===== src/rtl/clk_div_prog.sv =====
// rtl/clk_div_prog.sv - programmable clock divider / period tick generator with glitch-free config reload
// Optional completed-period counter (cyc_count) is enabled by defining CLKDIV_CYC_COUNT_EN.
module clk_div_prog #(
    parameter int CNT_WIDTH      = 32,
    parameter int DEFAULT_PERIOD = 20000000,
    parameter int DEFAULT_HIGH   = 10000000,
    parameter int CYC_WIDTH      = 16
) (
    input  logic                 clk,
    input  logic                 rst_n,
    input  logic                 en,
    input  logic                 cfg_valid,
    output logic                 cfg_ready,
    input  logic [CNT_WIDTH-1:0] cfg_period,
    input  logic [CNT_WIDTH-1:0] cfg_high,
    output logic                 cfg_err,
    output logic                 clk_div_out,
    output logic                 tick
`ifdef CLKDIV_CYC_COUNT_EN
    ,
    output logic [CYC_WIDTH-1:0] cyc_count
`endif
);

    typedef enum logic {
        ST_IDLE = 1'b0,
        ST_RUN  = 1'b1
    } state_t;

    localparam logic [CNT_WIDTH-1:0] RST_PERIOD = CNT_WIDTH'(DEFAULT_PERIOD);
    localparam logic [CNT_WIDTH-1:0] RST_HIGH   = CNT_WIDTH'(DEFAULT_HIGH);
    localparam logic [CNT_WIDTH-1:0] CNT_ONE    = CNT_WIDTH'(1);
    localparam logic [CNT_WIDTH-1:0] CNT_TWO    = CNT_WIDTH'(2);

    state_t               state_q, state_d;
    logic [CNT_WIDTH-1:0] cnt_q, cnt_d;
    logic [CNT_WIDTH-1:0] period_q, period_d;
    logic [CNT_WIDTH-1:0] high_q, high_d;
    logic [CNT_WIDTH-1:0] shd_period_q, shd_period_d;
    logic [CNT_WIDTH-1:0] shd_high_q, shd_high_d;
    logic                 pending_q, pending_d;
    logic                 err_q, err_d;
    logic                 out_q, out_d;
    logic                 tick_q, tick_d;

    logic                 cfg_fire;
    logic                 cfg_ok;
    logic                 cnt_last;
    logic                 run_wrap;
    logic                 apply;

    // Ready is simply "no shadow config waiting", so it is a registered output.
    assign cfg_fire = cfg_valid && !pending_q;
    assign cfg_ok   = (cfg_period >= CNT_TWO) && (cfg_high != '0) && (cfg_high < cfg_period);
    assign cnt_last = (cnt_q == (period_q - CNT_ONE));
    assign run_wrap = (state_q == ST_RUN) && en && cnt_last;

    // State register
    always_ff @(posedge clk) begin
        if (!rst_n) begin
            state_q      <= ST_IDLE;
            cnt_q        <= '0;
            period_q     <= RST_PERIOD;
            high_q       <= RST_HIGH;
            shd_period_q <= RST_PERIOD;
            shd_high_q   <= RST_HIGH;
            pending_q    <= 1'b0;
            err_q        <= 1'b0;
            out_q        <= 1'b0;
            tick_q       <= 1'b0;
        end else begin
            state_q      <= state_d;
            cnt_q        <= cnt_d;
            period_q     <= period_d;
            high_q       <= high_d;
            shd_period_q <= shd_period_d;
            shd_high_q   <= shd_high_d;
            pending_q    <= pending_d;
            err_q        <= err_d;
            out_q        <= out_d;
            tick_q       <= tick_d;
        end
    end

    // Next-state logic
    always_comb begin
        state_d = state_q;
        case (state_q)
            ST_IDLE: if (en)  state_d = ST_RUN;
            ST_RUN:  if (!en) state_d = ST_IDLE;
            default: state_d = ST_IDLE;
        endcase
    end

    // Datapath and registered-output next values
    always_comb begin
        cnt_d        = cnt_q;
        period_d     = period_q;
        high_d       = high_q;
        shd_period_d = shd_period_q;
        shd_high_d   = shd_high_q;
        pending_d    = pending_q;
        apply        = 1'b0;

        case (state_q)
            ST_IDLE: begin
                cnt_d = '0;
                apply = pending_q;
            end
            ST_RUN: begin
                if (!en) begin
                    cnt_d = '0;
                end else if (run_wrap) begin
                    cnt_d = '0;
                    apply = pending_q;
                end else begin
                    cnt_d = cnt_q + CNT_ONE;
                end
            end
            default: cnt_d = '0;
        endcase

        // A pending config only switches in at a period boundary or while idle.
        if (apply) begin
            period_d  = shd_period_q;
            high_d    = shd_high_q;
            pending_d = 1'b0;
        end

        if (cfg_fire && cfg_ok) begin
            shd_period_d = cfg_period;
            shd_high_d   = cfg_high;
            pending_d    = 1'b1;
        end

        err_d  = cfg_fire && !cfg_ok;
        out_d  = (state_d == ST_RUN) && (cnt_d < high_d);
        tick_d = (state_d == ST_RUN) && (cnt_d == '0);
    end

    assign cfg_ready   = !pending_q;
    assign cfg_err     = err_q;
    assign clk_div_out = out_q;
    assign tick        = tick_q;

`ifdef CLKDIV_CYC_COUNT_EN
    logic [CYC_WIDTH-1:0] cyc_q, cyc_d;

    always_comb begin
        cyc_d = cyc_q;
        if (run_wrap) begin
            cyc_d = cyc_q + CYC_WIDTH'(1);
        end
    end

    always_ff @(posedge clk) begin
        if (!rst_n) begin
            cyc_q <= '0;
        end else begin
            cyc_q <= cyc_d;
        end
    end

    assign cyc_count = cyc_q;
`endif

endmodule


===== config.mk =====
export PLATFORM = sky130hd
export DESIGN_NAME = clk_div_prog
export DESIGN_NICKNAME = d
export VERILOG_FILES = /design/src/rtl/clk_div_prog.sv
export SDC_FILE = /design/constraint.sdc
export NUM_CORES = 1
export LEC_CHECK = 0
export BUFFER_PORTS_ARGS = -buffer_cell sky130_fd_sc_hd__buf_2
export CAP_MARGIN = 20
export CORE_MARGIN = 3
export CORE_UTILIZATION = 60
export DETAILED_ROUTE_END_ITERATION = 6
export HOLD_SLACK_MARGIN = 0.08
export PLACE_DENSITY = 0.8
export SETUP_SLACK_MARGIN = 0.15
export SLEW_MARGIN = 20
export SYNTH_ARGS = -nofsm -noshare
export SYNTH_HDL_FRONTEND = slang
export SYNTH_SLANG_ARGS = --single-unit

===== constraint.sdc =====
create_clock -name clk -period 8.8 [get_ports clk]
set_clock_uncertainty 0.2 [all_clocks]
set_input_delay 1.76 -clock clk [delete_from_list [all_inputs] [get_ports clk]]
set_output_delay 1.76 -clock clk [all_outputs]
set_load 0.02 [all_outputs]

==> results.md <==
- Outcome: complete, no violations
- Final Cell Area: roughly 10000 um2
- Crit. End Element: flip-flop
- DR vias/cell: slightly above 6
- Worst Path Required: slightly below 9000 ps
- DRT antenna net count: 0
- EDFF count, synth: 0
- Setup TNS Final: 0 ps
- Syn Inst Count: 1142
- Routability Congestion: just under 1
- Number of DRC markers in iteration 0: slightly above 1000
- Most frequent cells in the layout: 164 x dfxtp_1, 138 x nor2_1, 104 x nand3_1
- Critical path class: flip-flop to flip-flop
- Syn Area/Cell: approximately 8.2 um2
- Worst Max-Slew Pin Slew: about 1100 ps
- Mapped cell area: approximately 9400 um2
- Hold crit path type: flip-flop to flip-flop
- Comb pwr share: 0.126
- Buf/Inv on CP: 2
- FF+latch count, synth: 165
- CTS tree: yes
- WL/cell: about 19 um
- Dpl hpwl: ~19000 um
- Final Max Slew Viols: 0
- Clock latency on the worst-skew pair: around 440 ps
- Sequential share of the synthesized area: 0.351
- Fmax: between 0.15 and 0.2 GHz
- Antenna violations before repair: 0
- Fin util: 0.678
- Largest net degree at the start of global routing: 101
- Crit Path Max Fanout: 64
- Die Wd: 131 um
- CTS max path bufs: 2
- Setup Viol. Count Final: 0
- Multi-input gate area: 5620 um2
- Root Buffer: clkbuf_16
- Power per cell area: 170 nW/um2
- Final period util: 0.690
- RSZ-0062 raised after global routing: false
- # DRC: 0
- Tot GR Track Use: 0.303
- Slowest CP cell: or4_1
- Hold Violations, Final: 0
- Vias in the first global route: roughly 7900
- CP arrival: between 6000 and 7000 ps
- Async SR Flop Fraction: 0
- Synth cell types: 65
- Initial Util: 0.617
- # hold bufs at CTS: 0
- I/O Buffers: 71
- DR vias: ~8700
- Fillers: 1261
- CTS sink cnt: between 150 and 200
- Global route overflow: 0
- CTS buffer count: 17
- Final #Nets: ~1300
- Diode count: 0
- Internal: around 1.2 mW
- Clock share of power: 0.416
- Syn_nets: 1274
- Die H: 131 um
- Layout cell share with drive strength beyond 1: 0.105
- Sequential Power Share: 0.458
- Switching power: just over 500 uW
- Core box area: about 15000 um2
- Die Area: 17200 um2
- Number of placement rows: 45
- Minimum clock period: between 6000 and 7000 ps
- Final WS setup: around 2700 ps
- Max incr delay on CP: around 640 ps
- Synth warn: 0
- Worst-path cell chain: inv_1 > ha_1 > nor3b_1 > nand4_1 > xnor2_1 > a31oi_1 > o41a_1 > or4_1 > o31ai_4 > buf_4 > nand3_1 > and2_1 > ha_1 > a21oi_1 > nor2b_1 > o21ai_0 > nand2b_1 > a21oi_1 > nor2b_1 > o211ai_1 > o2111ai_1 > a311oi_1
- Area post-placement: 9770 um2
- Post-Place Worst Slack: between 2000 and 3000 ps
- Drt pass-1 iters: 5
- First-pass GRT wire length: approximately 42000 um
- Leakage: about 4.2 nW
- Area added between synthesis and finish: 9.94%
- Worst-path clk slew: around 70 ps
- Ports: 72
- Commonest non-fill, non-tap cell in the layout: dfxtp_1
- Postcts setup bufs: 0
- Worst vdd ir: about 140 uV
- CTS resizes: 0
- Switching part of the total: 0.292
- Worst slew margin: 0.283
- Reg area: 3300 um2
- Family with the most delay on the worst path: simple AND/OR/NAND/NOR gates
- Htree depth: 4
- Most used flip-flop cell after synthesis: dfxtp_1
- Crit start category: flip-flop
- Max-cap violations: 0
- Drt total wl: about 26000 um
power groups by stage:
| stage | logic [mW] | clock network, mW | registers (mW) |
|---|---|---|---|
| after floorplan | 0.158 | 0 | 0.810 |
| after global placement | 0.213 | 0 | 0.818 |
| after detailed placement | 0.218 | 0 | 0.820 |
| after CTS | 0.219 | 0.734 | 0.803 |
| after global routing | 0.245 | 0.766 | 0.807 |
| final | 0.222 | 0.730 | 0.804 |
synth_stat cells, drive strengths merged, types with 6 or more instances:
| cell type | instances | share of area |
|---|---|---|
| nand2 | 46 | 0.018 |
| or3 | 7 | 0.0047 |
| o21ai | 77 | 0.041 |
| xor2 | 27 | 0.025 |
| dfxtp | 165 | 0.35 |
| nand3 | 105 | 0.056 |
| a21oi | 75 | 0.040 |
| mux2i | 57 | 0.061 |
| clkbuf | 43 | 0.018 |
| and2 | 34 | 0.023 |
| inv | 47 | 0.019 |
| a21o | 11 | 0.0088 |
| or4 | 8 | 0.0069 |
| and3 | 6 | 0.0040 |
| o2111ai | 7 | 0.0065 |
| nor2 | 138 | 0.055 |
| buf | 23 | 0.019 |
| nor4 | 28 | 0.021 |
| o211ai | 15 | 0.012 |
| nand4 | 32 | 0.021 |
| ha | 64 | 0.085 |
| nor2b | 8 | 0.0053 |
| and4 | 8 | 0.0076 |
| xnor2 | 47 | 0.044 |
| nor3 | 22 | 0.012 |
final timing paths:
| kind | startpoint | endpoint | slack, ps | cells past startpoint |
|---|---|---|---|---|
| min reg2reg | high_q[9] | high_q[9] | 280 | 2 |
| max | period_q[0] | clk_div_out | 2730 | 22 |
| min | high_q[9] | high_q[9] | 280 | 2 |
| max reg2reg | period_q[0] | clk_div_out | 2730 | 22 |
through the flow:
step	instances	total power, mW	hold WS (ps)
2_1_floorplan	1142	0.968	242
3_3_place_gp	1365	1.03	253
3_5_place_dp	1365	1.04	260
4_1_cts	1397	1.76	274
5_1_grt	1397	1.82	307
6_report	1397	1.76	277
registers in the layout (all words and copies together), names as in the netlist:
signal,flops
cnt_q,32
high_q,32
period_q,32
shd_high_q,32
shd_period_q,32
cfg_err,1
clk_div_out,1
pending_q,1
state_q,1
tick,1
kinds of logic after synthesis:
logic type      after synthesis  synth area share
simple gates                452             0.242
mux                          57            0.0606
fa+ha+maj                    65            0.0861
compound gates              216             0.137
flops                       165             0.351
xor+xnor                     74            0.0688
buf+inv                     113            0.0549
layer usage:
layer / track usage / up-vias / wire length [um]
met3: 0.0624 / 69 / 2270
met2: 0.467 / 408 / 11600
met1: 0.417 / 4052 / 11400
met5: 0 / - / 0
li1: - / 4147 / -
met4: 0.126 / 0 / 1020
worst reg2reg max path, stage by stage (launching register included):
cell       delay (ps)
dfxtp_1           350
inv_1              70
ha_1              220
nor3b_1           440
nand4_1           570
xnor2_1           350
a31oi_1           120
o41a_1            310
or4_1             640
o31ai_4           250
buf_4             560
nand3_1           230
and2_1            200
ha_1              290
a21oi_1           160
nor2b_1            60
o21ai_0           150
nand2b_1           80
a21oi_1           150
nor2b_1            60
o211ai_1          180
o2111ai_1         140
a311oi_1          210
cell type report:
class,instances,area share
Clock buffer,17,0.0411
Inverter,47,0.0170
Sequential cell,165,0.319
Multi-Input combinational cell,864,0.542
Clock inverter,15,0.0153
Timing Repair Buffer,78,0.0394
Tap cell,211,0.0255
Note: power is estimated with default switching activity, not from simulation.
